### config.mk
export PLATFORM = sky130hd
export DESIGN_NAME = pmod_cls_update_sequencer_flat
export DESIGN_NICKNAME = d
export VERILOG_FILES = /design/src/rtl/pmod_stand_spi_solo_pkg.sv /design/src/rtl/pmod_cls_update_sequencer_if.sv /design/src/rtl/pmod_cls_pending_slot.sv /design/src/rtl/pmod_cls_update_sequencer.sv /design/src/flat_wrapper.sv
export SDC_FILE = /design/constraint.sdc
export NUM_CORES = 1
export LEC_CHECK = 0
export CAP_MARGIN = 20
export CORE_MARGIN = 2
export CORE_UTILIZATION = 45
export DETAILED_ROUTE_END_ITERATION = 16
export PLACE_DENSITY = 0.75
export SYNTH_ARGS = -nofsm -noshare
export SYNTH_HDL_FRONTEND = slang
export SYNTH_SLANG_ARGS = --single-unit
### constraint.sdc
create_clock -name i_clk_40mhz -period 16.47 [get_ports i_clk_40mhz]
set_input_delay 1.647 -clock i_clk_40mhz [delete_from_list [all_inputs] [get_ports i_clk_40mhz]]
set_output_delay 1.647 -clock i_clk_40mhz [all_outputs]
set_load 0.05 [all_outputs]
### src/rtl/pmod_stand_spi_solo_pkg.sv
// Shared types for the Pmod CLS text path: the 16-character line type
// plus the update sequencer's state and step encodings.
package pmod_stand_spi_solo_pkg;

  typedef logic [127:0] t_pmod_cls_ascii_line_16;

  typedef enum logic [2:0] {
    ST_IDLE       = 3'd0,
    ST_ISSUE      = 3'd1,
    ST_WAIT_BUSY  = 3'd2,
    ST_WAIT_READY = 3'd3,
    ST_HOLDOFF    = 3'd4
  } t_cls_seq_state;

  typedef enum logic [1:0] {
    CLEAR = 2'd0,
    LINE1 = 2'd1,
    LINE2 = 2'd2
  } t_cls_seq_step;

  function automatic logic [7:0] sat_inc8(input logic [7:0] value);
    return (value == 8'hFF) ? value : value + 8'd1;
  endfunction

endpackage

### src/rtl/pmod_cls_update_sequencer_if.sv
// Application-side update port and driver-side command port of the
// update sequencer, bundled so the sequencer and its users share one view.
interface pmod_cls_update_sequencer_if;
  import pmod_stand_spi_solo_pkg::*;

  logic                    i_update_valid;
  t_pmod_cls_ascii_line_16 i_line1;
  t_pmod_cls_ascii_line_16 i_line2;
  logic                    o_busy;
  logic                    o_seq_done;
  logic [7:0]              o_drop_count;
  logic                    o_err_timeout;
  logic                    i_cls_command_ready;
  logic                    o_cmd_wr_clear_display;
  logic                    o_cmd_wr_text_line1;
  logic                    o_cmd_wr_text_line2;
  t_pmod_cls_ascii_line_16 o_dat_ascii_line1;
  t_pmod_cls_ascii_line_16 o_dat_ascii_line2;

  modport master (
    output i_update_valid, i_line1, i_line2, i_cls_command_ready,
    input  o_busy, o_seq_done, o_drop_count, o_err_timeout,
           o_cmd_wr_clear_display, o_cmd_wr_text_line1, o_cmd_wr_text_line2,
           o_dat_ascii_line1, o_dat_ascii_line2
  );

  modport slave (
    input  i_update_valid, i_line1, i_line2, i_cls_command_ready,
    output o_busy, o_seq_done, o_drop_count, o_err_timeout,
           o_cmd_wr_clear_display, o_cmd_wr_text_line1, o_cmd_wr_text_line2,
           o_dat_ascii_line1, o_dat_ascii_line2
  );

endinterface

### src/rtl/pmod_cls_pending_slot.sv
// One-deep overwrite buffer for screen updates; counts (saturating) every
// update that replaces one still waiting to be issued.
module pmod_cls_pending_slot
  import pmod_stand_spi_solo_pkg::*;
(
  input  logic                    clk,
  input  logic                    rst,
  input  logic                    wr,
  input  t_pmod_cls_ascii_line_16 wr_line1,
  input  t_pmod_cls_ascii_line_16 wr_line2,
  input  logic                    consume,
  output logic                    valid,
  output t_pmod_cls_ascii_line_16 line1,
  output t_pmod_cls_ascii_line_16 line2,
  output logic [7:0]              drop_count
);

  // A write in the same cycle the sequencer takes the slot refills it without a drop.
  always_ff @(posedge clk or posedge rst) begin
    if (rst) begin
      valid      <= 1'b0;
      line1      <= '0;
      line2      <= '0;
      drop_count <= 8'd0;
    end else if (wr) begin
      valid <= 1'b1;
      line1 <= wr_line1;
      line2 <= wr_line2;
      if (valid && !consume) begin
        drop_count <= sat_inc8(drop_count);
      end
    end else if (consume) begin
      valid <= 1'b0;
    end
  end

endmodule

### src/rtl/pmod_cls_update_sequencer.sv
// Issues clear / line 1 / line 2 to the Pmod CLS driver under its ready
// handshake, with a refresh holdoff and a per-transition ack timeout.
module pmod_cls_update_sequencer
  import pmod_stand_spi_solo_pkg::*;
#(
  parameter int parm_min_interval_cycles = 4000000,
  parameter int parm_ack_timeout_cycles  = 65536
) (
  input logic                        i_clk_40mhz,
  input logic                        i_rst_40mhz,
  pmod_cls_update_sequencer_if.slave bus
);

  localparam int HOLD_W = $clog2(parm_min_interval_cycles) + 1;
  localparam int TO_W   = $clog2(parm_ack_timeout_cycles) + 1;
  localparam logic [HOLD_W-1:0] HOLD_LOAD = HOLD_W'(parm_min_interval_cycles - 1);
  localparam logic [TO_W-1:0]   TO_LAST   = TO_W'(parm_ack_timeout_cycles - 1);

  t_cls_seq_state          state;
  t_cls_seq_step           step;
  logic [HOLD_W-1:0]       hold_cnt;
  logic [TO_W-1:0]         to_cnt;
  logic                    pend_valid;
  t_pmod_cls_ascii_line_16 pend_line1;
  t_pmod_cls_ascii_line_16 pend_line2;
  logic                    consume;
  logic                    next_idle;
  logic                    pend_valid_next;
  logic                    ready;
  logic                    clr_r, l1_r, l2_r, done_r, err_r, busy_r;
  t_pmod_cls_ascii_line_16 act_line1, act_line2;

  assign ready           = bus.i_cls_command_ready;
  assign consume         = (state == ST_IDLE) && pend_valid;
  assign pend_valid_next = bus.i_update_valid || (pend_valid && !consume);
  assign next_idle       = ((state == ST_IDLE) && !pend_valid) ||
                           ((state == ST_HOLDOFF) && (hold_cnt == '0));

  pmod_cls_pending_slot u_slot (
    .clk        (i_clk_40mhz),
    .rst        (i_rst_40mhz),
    .wr         (bus.i_update_valid),
    .wr_line1   (bus.i_line1),
    .wr_line2   (bus.i_line2),
    .consume    (consume),
    .valid      (pend_valid),
    .line1      (pend_line1),
    .line2      (pend_line2),
    .drop_count (bus.o_drop_count)
  );

  // Sequencer FSM; strobes and done are single-cycle registered pulses.
  always_ff @(posedge i_clk_40mhz or posedge i_rst_40mhz) begin
    if (i_rst_40mhz) begin
      state     <= ST_IDLE;
      step      <= CLEAR;
      hold_cnt  <= '0;
      to_cnt    <= '0;
      clr_r     <= 1'b0;
      l1_r      <= 1'b0;
      l2_r      <= 1'b0;
      done_r    <= 1'b0;
      err_r     <= 1'b0;
      busy_r    <= 1'b0;
      act_line1 <= '0;
      act_line2 <= '0;
    end else begin
      clr_r  <= 1'b0;
      l1_r   <= 1'b0;
      l2_r   <= 1'b0;
      done_r <= 1'b0;
      busy_r <= !next_idle || pend_valid_next;
      case (state)
        ST_IDLE: begin
          if (pend_valid) begin
            act_line1 <= pend_line1;
            act_line2 <= pend_line2;
            step      <= CLEAR;
            state     <= ST_ISSUE;
          end
        end
        ST_ISSUE: begin
          if (ready) begin
            case (step)
              CLEAR:   clr_r <= 1'b1;
              LINE1:   l1_r  <= 1'b1;
              default: l2_r  <= 1'b1;
            endcase
            to_cnt <= '0;
            state  <= ST_WAIT_BUSY;
          end
        end
        ST_WAIT_BUSY: begin
          if (!ready) begin
            to_cnt <= '0;
            state  <= ST_WAIT_READY;
          end else if (to_cnt == TO_LAST) begin
            err_r    <= 1'b1;
            hold_cnt <= HOLD_LOAD;
            state    <= ST_HOLDOFF;
          end else begin
            to_cnt <= to_cnt + TO_W'(1);
          end
        end
        ST_WAIT_READY: begin
          if (ready) begin
            if (step == LINE2) begin
              done_r   <= 1'b1;
              hold_cnt <= HOLD_LOAD;
              state    <= ST_HOLDOFF;
            end else begin
              step  <= (step == CLEAR) ? LINE1 : LINE2;
              state <= ST_ISSUE;
            end
          end else if (to_cnt == TO_LAST) begin
            err_r    <= 1'b1;
            hold_cnt <= HOLD_LOAD;
            state    <= ST_HOLDOFF;
          end else begin
            to_cnt <= to_cnt + TO_W'(1);
          end
        end
        ST_HOLDOFF: begin
          if (hold_cnt == '0) begin
            state <= ST_IDLE;
          end else begin
            hold_cnt <= hold_cnt - HOLD_W'(1);
          end
        end
        default: state <= ST_IDLE;
      endcase
    end
  end

  assign bus.o_cmd_wr_clear_display = clr_r;
  assign bus.o_cmd_wr_text_line1    = l1_r;
  assign bus.o_cmd_wr_text_line2    = l2_r;
  assign bus.o_seq_done             = done_r;
  assign bus.o_err_timeout          = err_r;
  assign bus.o_busy                 = busy_r;
  assign bus.o_dat_ascii_line1      = act_line1;
  assign bus.o_dat_ascii_line2      = act_line2;

endmodule
### src/flat_wrapper.sv
// flat-port wrapper written by rule: the top's interface ports become plain ports
module pmod_cls_update_sequencer_flat import pmod_stand_spi_solo_pkg::*;
#(
  parameter int parm_min_interval_cycles = 4000000,
  parameter int parm_ack_timeout_cycles  = 65536
)
  (i_clk_40mhz, i_rst_40mhz, bus_i_update_valid, bus_i_line1, bus_i_line2, bus_i_cls_command_ready, bus_o_busy, bus_o_seq_done, bus_o_drop_count, bus_o_err_timeout, bus_o_cmd_wr_clear_display, bus_o_cmd_wr_text_line1, bus_o_cmd_wr_text_line2, bus_o_dat_ascii_line1, bus_o_dat_ascii_line2);
  pmod_cls_update_sequencer_if bus_i ();
  input logic i_clk_40mhz;
  input logic i_rst_40mhz;
  input wire logic [$bits(bus_i.i_update_valid)-1:0] bus_i_update_valid;
  input wire logic [$bits(bus_i.i_line1)-1:0] bus_i_line1;
  input wire logic [$bits(bus_i.i_line2)-1:0] bus_i_line2;
  input wire logic [$bits(bus_i.i_cls_command_ready)-1:0] bus_i_cls_command_ready;
  output wire logic [$bits(bus_i.o_busy)-1:0] bus_o_busy;
  output wire logic [$bits(bus_i.o_seq_done)-1:0] bus_o_seq_done;
  output wire logic [$bits(bus_i.o_drop_count)-1:0] bus_o_drop_count;
  output wire logic [$bits(bus_i.o_err_timeout)-1:0] bus_o_err_timeout;
  output wire logic [$bits(bus_i.o_cmd_wr_clear_display)-1:0] bus_o_cmd_wr_clear_display;
  output wire logic [$bits(bus_i.o_cmd_wr_text_line1)-1:0] bus_o_cmd_wr_text_line1;
  output wire logic [$bits(bus_i.o_cmd_wr_text_line2)-1:0] bus_o_cmd_wr_text_line2;
  output wire logic [$bits(bus_i.o_dat_ascii_line1)-1:0] bus_o_dat_ascii_line1;
  output wire logic [$bits(bus_i.o_dat_ascii_line2)-1:0] bus_o_dat_ascii_line2;
  assign bus_i.i_update_valid = bus_i_update_valid;
  assign bus_i.i_line1 = bus_i_line1;
  assign bus_i.i_line2 = bus_i_line2;
  assign bus_i.i_cls_command_ready = bus_i_cls_command_ready;
  assign bus_o_busy = bus_i.o_busy;
  assign bus_o_seq_done = bus_i.o_seq_done;
  assign bus_o_drop_count = bus_i.o_drop_count;
  assign bus_o_err_timeout = bus_i.o_err_timeout;
  assign bus_o_cmd_wr_clear_display = bus_i.o_cmd_wr_clear_display;
  assign bus_o_cmd_wr_text_line1 = bus_i.o_cmd_wr_text_line1;
  assign bus_o_cmd_wr_text_line2 = bus_i.o_cmd_wr_text_line2;
  assign bus_o_dat_ascii_line1 = bus_i.o_dat_ascii_line1;
  assign bus_o_dat_ascii_line2 = bus_i.o_dat_ascii_line2;
  pmod_cls_update_sequencer #(.parm_min_interval_cycles(parm_min_interval_cycles), .parm_ack_timeout_cycles(parm_ack_timeout_cycles)) u_core (.i_clk_40mhz(i_clk_40mhz), .i_rst_40mhz(i_rst_40mhz), .bus(bus_i));
endmodule
Word-level counts from Yosys, hierarchy flattened --
Index checks and enable logic that the tools add are counted.
Operators by class: $add $sub $neg 3, equality and inequality tests 17, mux-type cells 42, bitwise operators 1, reduce and logical (&&, ||, !) cells 26
Operators with widths (number):
- $mux 23 | 5
- $pmux 23 s3 | 1
- $mux 17 | 4
- $pmux 17 s3 | 1
- $logic_not 23->1 | 1
- $sub 23x1->23 const B | 1
- $mux 3 | 7
- $add 17x1->17 const B | 1
- $eq 17x16->1 const B | 1
- $mux 1 | 17
- $ne 2x2->1 const B | 8
- $pmux 3 s5 | 1
- $reduce_and 3->1 | 4
- $add 8x1->8 const B | 1
- $eq 8x8->1 const B | 1
- $mux 2 | 4
- $reduce_and 4->1 | 2
- $eq 3x2->1 const B | 2
- $reduce_bool 2->1 | 3
- $reduce_bool 3->1 | 2
- $logic_and 1x1->1 | 4
- $pmux 2 s2 | 1
- $eq 3x1->1 const B | 1
- $eq 3x3->1 const B | 1
- other kinds (11) | 15
Word-level totals: register bits 572, output and inout bits 270, word-level logic and storage cells 105

Depth between registers and ports, before layout --
Gate-level depths: netlist of the first run.
depth in word-level cells 6, depth in mapped cells 9, depth with buffers taken out 7

Modules after synthesis --
Synthesis of the first run repeated with hierarchy kept, for this count alone.
Second synthesis, totals: cell total of the unflattened synthesis 1422, area total of the unflattened synthesis 22392.7 µm²
By module, submodules not included:
- pmod_cls_update_sequencer | instances 1, cells an instance 839, area an instance 12330.6 µm², sequential area each 7682.4 µm²
- pmod_cls_pending_slot | instances 1, cells an instance 583, area an instance 10062.2 µm², sequential area each 6631.4 µm²

Worst setup path before layout of the first run --
Ideal clock, no wire load.
kind input-to-reg, start in bus_i_update_valid, end reg u_core.u_slot.line2[10], library setup time 0.125 ns, data arrival time 2.894 ns, required time 16.345 ns, slack 13.452 ns, stages on the path 4, path buffers 3, cell sequence clkbuf_1 > clkbuf_1 > buf_1 > mux2_2
RTL lines:
- from (decl) | RTL line flat_wrapper.sv:11 | input wire logic [$bits(bus_i.i_update_valid)-1:0] bus_i_update_valid;
- to (signal assigned) | RTL line pmod_cls_pending_slot.sv:28 | line2 <= wr_line2;
- to (decl) | RTL line pmod_cls_pending_slot.sv:14 | output t_pmod_cls_ascii_line_16 line2,
No word-level cell between the ends.

Final worst setup path of the first run --
start reg u_core.state[0], end reg u_core.act_line1[14] (netlist: u_core.bus.o_dat_ascii_line1[14])
On the way: cells in the longest elaborated chain, start to end 2
RTL lines:
- from (decl) | RTL line pmod_cls_update_sequencer.sv:19 | t_cls_seq_state state;
- from (signal assigned) | RTL line pmod_cls_update_sequencer.sv:55 | state <= ST_IDLE;
- from (signal assigned) | RTL line pmod_cls_update_sequencer.sv:79 | state <= ST_ISSUE;
- from (signal assigned) | RTL line pmod_cls_update_sequencer.sv:90 | state <= ST_WAIT_BUSY;
- $logic_not 3->1 | RTL line pmod_cls_update_sequencer.sv:73 | case (state)
- $reduce_and 2->1 (no source line)
- to (signal assigned) | RTL line pmod_cls_update_sequencer.sv:76 | act_line1 <= pend_line1;
- to (decl) | RTL line pmod_cls_update_sequencer.sv:31 | t_pmod_cls_ascii_line_16 act_line1, act_line2;
Every way passes these cells. A chain may end at the register's enable or synchronous reset.

==> impl_metrics.yaml, run 1 <==
power_and_ir_drop:
  pwr-share-clk_pct: 22.1
  p_sw_mw: 2.584
  p_int_mw: 3.802
  cellLeakagePower_nw: 12.43
  swShare_pct: 40.46
  combinationalPowerShare_pct: 45.2
  p_seq_share_pct: 32.7
  pwr_density_cell_mw_per_mm2: 212.3
  ir_worst_vdd_v: 0.0001425
setup_path:
  cp_common_cell: "buf_4"
  crit_path_end_kind: "flop"
  cp_cell_sequence: "nor3_1, and2_4, buf_4, buf_4, mux2_2"
  cpPeakStageDelay_ns: 0.93
  rr_endpoint: "u_core.bus.o_dat_ascii_line1[14]$_DFFE_PP0P_"
  worstPathArrival_ns: 4.42
  regToRegSetupSlack_ns: 12.53
  reg2regPathDepth: 5
  critical_path_buf_inv_count: 2
  critical-path-top-delay-family: "buffers and inverters"
  slowest_stage: "buf_4"
  critPathRequiredTime_ns: 16.95
  crit_fanout: 79
  r2r_start: "u_core.state[0]$_DFFE_PP0P_"
  crit_start: "u_core.state[0]$_DFFE_PP0P_"
  cp-start-kind: "flop"
  crit_type: "flop to flop"
synth:
  synth_top_area_share_pct: 64.82
  synthCells: 1411
  synth_nets: 1674
  synthSimpleGateAreaFrac_pct: 3.966
  synth_fa_ha_area_share_pct: 0.1700
  synthXorXnorAreaFrac_pct: 0.8329
  synth_top_area_cell: "dfrtp_1"
  synth_mux_area_share_pct: 26.56
  ys_ff_latch: 572
  synth-compound-area-share_pct: 2.028
  yosysWarnings: 0
  synth_edf_count: 0
  synthArstFlopShare_pct: 100.0
  yosys-top-cells-area: "dfrtp_1 65%, mux2_2 26%, xnor2_1 0.63%, clkbuf_1 0.63%, nand2_1 0.59%"
  ys_seq_area_share_pct: 64.82
  syn_area_mm2: 0.02208
  synth_top_family_by_area: "multiplexers"
  synthFlopType: "dfrtp_1"
  ys_types: 66
  avgSynthCellArea_um2: 15.65
finish:
  fin_cells: 2619
  multi_input_area_mm2: 0.007412
  seq_area_mm2: 0.01431
  final_cell_mix: "572 x dfrtp_1, 528 x clkdlybuf4s50_1, 514 x mux2_2"
  drive_above_1_share_pct: 32.66
  final_common_cell: "dfrtp_1"
  num-nets-final: 2206
  n_fill_cell: 3611
  syn_to_final_growth_pct: 36.21
die:
  die_height_um: 225.5
  die_w_um: 225.5
  rows: 81
  pin_count: 530
  initial_utilization_pct: 45.40
  core_mm2: 0.04865
  dieArea_mm2: 0.05086
routing:
  wl_per_cell_um: 20.99
  ant_nets: 0
  dr.pass1.iters: 4
  drcViolationCount: 0
  first_iter_violations: 666
  vias_per_cell: 5.166
  routed_wl_um: 54990
  num_vias: 13530
global_routing:
  grt-ovfl-total: 0
  grt_pass1_wl_um: 83350
  grt_util_all_layers_pct: 21.36
  antenna_found_initial: 14
  grt_max_degree: 202
  grt_pass1_vias: 14510
min_path:
  min_to: "u_core.bus.o_err_timeout$_DFFE_PP0P_"
  min_path_type: "flop to flop"
  min_from: "u_core.bus.o_err_timeout$_DFFE_PP0P_"
  whs_path_depth: 1
timing:
  relSlewSlack_pct: 25.71
  final-max-slew-violation-count: 0
  fin_skew_ns: 0.01435
  tightest_slew_ns: 1.114
  finalSetupViolCount: 0
  setup_tns_ns: 0
  final-hold-violation-count: 0
  period_minus_slack_ns: 3.942
  clock.fmax_mhz: 253.6
  rsz0062_at_grt: "false"
  finalCritPeriodShare_pct: 23.94
clock_network:
  cts-root-buf: "clkbuf_16"
  path_clk_slew_ns: 0.06
  cts.repair.resized: 0
  post_cts_buffers: 0
  ctsLongestPathBuffers: 3
  ctsHoldBuffers: 0
  cts_sinks: 572
  clk_latency_ns: 0.61
  htreeDepth: 2
  cts_made_buffers: 58
  cts_tree: "done"
place:
  gp_congestion: 0.8047
  io_buffers: 529
  dp_hpwl_um: 38320
  dp_cells: 2504
flow_run:
  maxCapViolations: 0
outcome:
  outcome: "finished clean"
-- flip-flops by register name (all words and copies together), names as in the netlist --
register,count
u_core.bus.o_dat_ascii_line1,128
u_core.bus.o_dat_ascii_line2,128
u_core.u_slot.line1,128
u_core.u_slot.line2,128
u_core.hold_cnt,23
u_core.to_cnt,17
u_core.u_slot.drop_count,8
u_core.state,3
u_core.step,2
u_core.bus.o_busy,1
u_core.bus.o_cmd_wr_clear_display,1
u_core.bus.o_cmd_wr_text_line1,1
u_core.bus.o_cmd_wr_text_line2,1
u_core.bus.o_err_timeout,1
u_core.bus.o_seq_done,1
u_core.u_slot.valid,1
-- cells by family (layout without fill, tap and decap cells) --
| family | after synthesis | in the layout |
|---|---|---|
| multiplexers | 521 | 521 |
| other | 0 | 7 |
| AO/OA/AOI/OAI | 61 | 61 |
| flip-flops | 572 | 572 |
| adder cells (fa/ha/maj) | 3 | 3 |
| AND/OR/NAND/NOR | 156 | 156 |
| XOR/XNOR | 21 | 21 |
| buffers and inverters | 77 | 656 |
-- power by group through the flow --
stage / combinational [mW] / sequential [mW] / clock (mW)
floorplan: 0.772 / 3.23 / 0
global placement: 2.87 / 2.08 / 0
detailed placement: 2.90 / 2.11 / 0
CTS: 2.91 / 2.09 / 1.44
global route: 2.99 / 2.14 / 1.50
finish: 2.88 / 2.09 / 1.41
-- Yosys cell counts, drive strengths merged, types with 3 or more instances --
cell and instances:
dfrtp 572, mux2 516, clkbuf 39, nand2 36, nor2 32, buf 30, nand3 16, nor3 16
xnor2 16, a21oi 13, nor4 12, o21ai 11, a31oi 8, inv 8, nand4 8, and3 5
mux2i 5, xor2 5, nor2b 4, nor3b 4, o31ai 4, and4 3, ha 3, nand2b 3
nor4b 3, o21a 3, o221ai 3, o41ai 3, or2 3
-- routing by layer --
layer	vias up	track usage [%]	wire (um)
met3	115	7.262	4033
li1	6105	-	-
met5	-	0	71
met2	347	36.49	27870
met1	6951	24.81	21180
met4	12	8.246	1828
-- worst max-delay path by stage --
stage | to | slack, ns | cells after the start
after floorplan | u_core.bus.o_busy$_DFF_PP0_ | 7.03 | 1
after global placement | u_core.bus.o_dat_ascii_line2[5]$_DFFE_PP0P_ | 11.81 | 4
after detailed placement | u_core.bus.o_dat_ascii_line2[18]$_DFFE_PP0P_ | 11.72 | 4
after CTS | u_core.u_slot.line2[9]$_DFFE_PP0P_ | 12.38 | 4
after global routing | u_core.bus.o_dat_ascii_line1[81]$_DFFE_PP0P_ | 12.27 | 5
final | u_core.bus.o_dat_ascii_line1[14]$_DFFE_PP0P_ | 12.53 | 5
-- area by class of cell --
type	count	area share [%]
flip-flops and latches	572	47.59
multi-input cells	762	24.64
repair buffers	541	18.07
clock buffers	81	5.715
well taps	622	2.587
clock inverters	26	1.231
inverters	8	0.1123
diodes	7	0.05823
-- stage by stage --
| stage | util [%] | setup slack [ns] | power, mW | hold WS, ns | area [um^2] |
|---|---|---|---|---|---|
| after floorplan | - | 7.031 | 4.005 | 0.4661 | 22090 |
| after global placement | 57.45 | 11.81 | 4.949 | 0.4660 | 27950 |
| after detailed placement | 57.45 | 11.72 | 5.010 | 0.4589 | 27950 |
| after CTS | 61.74 | 12.38 | 6.447 | 0.4711 | 30040 |
| after global routing | 61.83 | 12.27 | 6.644 | 0.4945 | 30080 |
| final | 61.83 | 12.53 | 6.386 | 0.4674 | 30080 |
No activity file was read; power rests on OpenSTA's default activity.
==> run 2, diff against run 1 <==
--- a/config.mk
+++ b/config.mk
@@ -7,9 +7,9 @@
 export LEC_CHECK = 0
 export CAP_MARGIN = 20
 export CORE_MARGIN = 2
-export CORE_UTILIZATION = 45
+export CORE_UTILIZATION = 50
 export DETAILED_ROUTE_END_ITERATION = 16
-export PLACE_DENSITY = 0.75
+export PLACE_DENSITY = 0.79
 export SYNTH_ARGS = -nofsm -noshare
 export SYNTH_HDL_FRONTEND = slang
 export SYNTH_SLANG_ARGS = --single-unit
==> constraint.sdc (replaced) <==
create_clock -name i_clk_40mhz -period 3.95 [get_ports i_clk_40mhz]
set_input_delay 0.395 -clock i_clk_40mhz [delete_from_list [all_inputs] [get_ports i_clk_40mhz]]
set_output_delay 0.395 -clock i_clk_40mhz [all_outputs]
set_load 0.05 [all_outputs]
==> run 2 against run 1 <==
  * Cell count is 0.76% lower
  * Sequential cell count stayed put
  * Clock skew is 0.0070 ns higher
  * Critical path type unchanged
  * Critical endpoint is now u_core.hold_cnt[0]$_DFFE_PP0P_
==> impl_metrics.yaml, run 2 (synthesis gave the netlist of run 1 again) <==
place:
  dp_hpwl_um: 38440
  dp_cells: 2486
  pre_cts_ws_ns: 1.176
  io_buffers: 529
  gp_congestion: 0.8371
finish:
  fin_cells: 2599
  finish.utilization_pct: 68.64
  multi_input_area_mm2: 0.007412
  n_fill_cell: 3049
  drive_above_1_share_pct: 32.72
  final_cell_mix: "572 x dfrtp_1, 528 x clkdlybuf4s50_1, 514 x mux2_2"
  seq_area_mm2: 0.01431
  syn_to_final_growth_pct: 36.54
  final_common_cell: "dfrtp_1"
  num-nets-final: 2218
die:
  die_w_um: 214.2
  rows: 77
  die_height_um: 214.2
  pin_count: 530
  core_mm2: 0.04393
  initial_utilization_pct: 50.27
  dieArea_mm2: 0.04586
clock_network:
  cts.repair.resized: 0
  cts_tree: "done"
  post_cts_buffers: 0
  cts-root-buf: "clkbuf_16"
  ctsLongestPathBuffers: 3
  clk_latency_ns: 0.60
  ctsHoldBuffers: 0
  htreeDepth: 2
  path_clk_slew_ns: 0.06
  cts_sinks: 572
  cts_made_buffers: 58
power_and_ir_drop:
  pwr_density_cell_mw_per_mm2: 877.0
  cellLeakagePower_nw: 12.47
  ir_worst_vdd_v: 0.0005784
timing:
  finalSetupViolCount: 0
  layout_setup_ws_ns: 1.182
  tightest_slew_ns: 0.9040
  clock.fmax_mhz: 361.3
  relSlewSlack_pct: 39.61
  rsz0062_at_grt: "false"
  fin_skew_ns: 0.02133
  final-max-slew-violation-count: 0
  period_minus_slack_ns: 2.768
  finalCritPeriodShare_pct: 70.07
  setup_tns_ns: 0
  final-hold-violation-count: 0
setup_path:
  crit_type: "flop to flop"
  reg2regPathDepth: 7
  critPathRequiredTime_ns: 4.43
  cp-start-kind: "flop"
  crit_fanout: 10
  crit_path_end_kind: "flop"
  worstPathArrival_ns: 3.25
outcome:
  outcome: "finished clean"
routing:
  vias_per_cell: 5.294
  ant_nets: 0
  drcViolationCount: 0
  routed_wl_um: 55040
  wl_per_cell_um: 21.18
  dr.pass1.iters: 4
  num_vias: 13760
  first_iter_violations: 780
global_routing:
  antenna_found_initial: 11
  grt_max_degree: 91
  grt_pass1_wl_um: 85490
  grt-ovfl-total: 0
  grt_pass1_vias: 14800
  grt_util_all_layers_pct: 23.93
min_path:
  min_path_type: "primary input to asynchronous set/reset pin"
flow_run:
  maxCapViolations: 0
## run 2: cell types whose count changed in the layout (fill, tap and decap cells not counted), sizes merged
cell	change
clkbuf	+9
bufinv	-5
diode	+1
buf	+12
clkinv	-7
## run 2: through the flow
stage / power (mW) / hold slack, ns / cell area (um^2)
floorplan: 16.70 / 0.4661 / 22090
global placement: 20.70 / 0.4757 / 28140
detailed placement: 20.96 / 0.4792 / 28140
CTS: 26.68 / 0.2076 / 30110
global route: 27.47 / 0.06531 / 30150
finish: 26.44 / 0.06626 / 30150
## run 2: cell type report
cell class	instances	share of cell area, %
multi-input combinational	762	24.58
clock inverter	14	0.6141
clock buffer	90	5.946
timing repair buffer	553	18.76
antenna	8	0.06639
tap	592	2.456
inverter	8	0.1120
sequential	572	47.47
## run 2: final timing paths
kind	start	to	slack [ns]
worst max-delay path	u_core.hold_cnt[0]$_DFFE_PP0P_	u_core.hold_cnt[0]$_DFFE_PP0P_	1.18
worst min-delay path	i_rst_40mhz	u_core.u_slot.line2[123]$_DFFE_PP0P_	0.07
worst max register to register	u_core.hold_cnt[0]$_DFFE_PP0P_	u_core.hold_cnt[0]$_DFFE_PP0P_	1.18
worst min register to register	u_core.u_slot.line1[65]$_DFFE_PP0P_	u_core.bus.o_dat_ascii_line1[65]$_DFFE_PP0P_	0.50
max in group asynchronous	i_rst_40mhz	u_core.u_slot.line2[38]$_DFFE_PP0P_	2.86
min in group i_clk_40mhz	bus_i_update_valid	u_core.u_slot.line2[58]$_DFFE_PP0P_	0.24
## run 2: critical path, stage by stage, from the launching register on
cell	delay (ns)
dfrtp_1	0.38
inv_1	0.10
ha_1	0.19
or4b_4	0.48
nand4bb_1	0.59
o21ai_4	0.51
nand2_4	0.14
mux2_4	0.27
## run 2: power breakdown
| group | switching [mW] | internal (mW) | leakage (nW) | total (mW) |
|---|---|---|---|---|
| Sequential | 1.07 | 7.66 | 6.74 | 8.72 |
| Combinational | 7.47 | 4.65 | 4.75 | 12.1 |
| Clock | 2.23 | 3.36 | 0.969 | 5.60 |
## run 2: routing by layer
layer	global-route usage, %	wire [um]	vias up
met4	12.94	2690	6
met2	39.86	27650	400
li1	-	-	6130
met3	6.965	3792	140
met5	0	41	-
met1	28.11	20860	7082
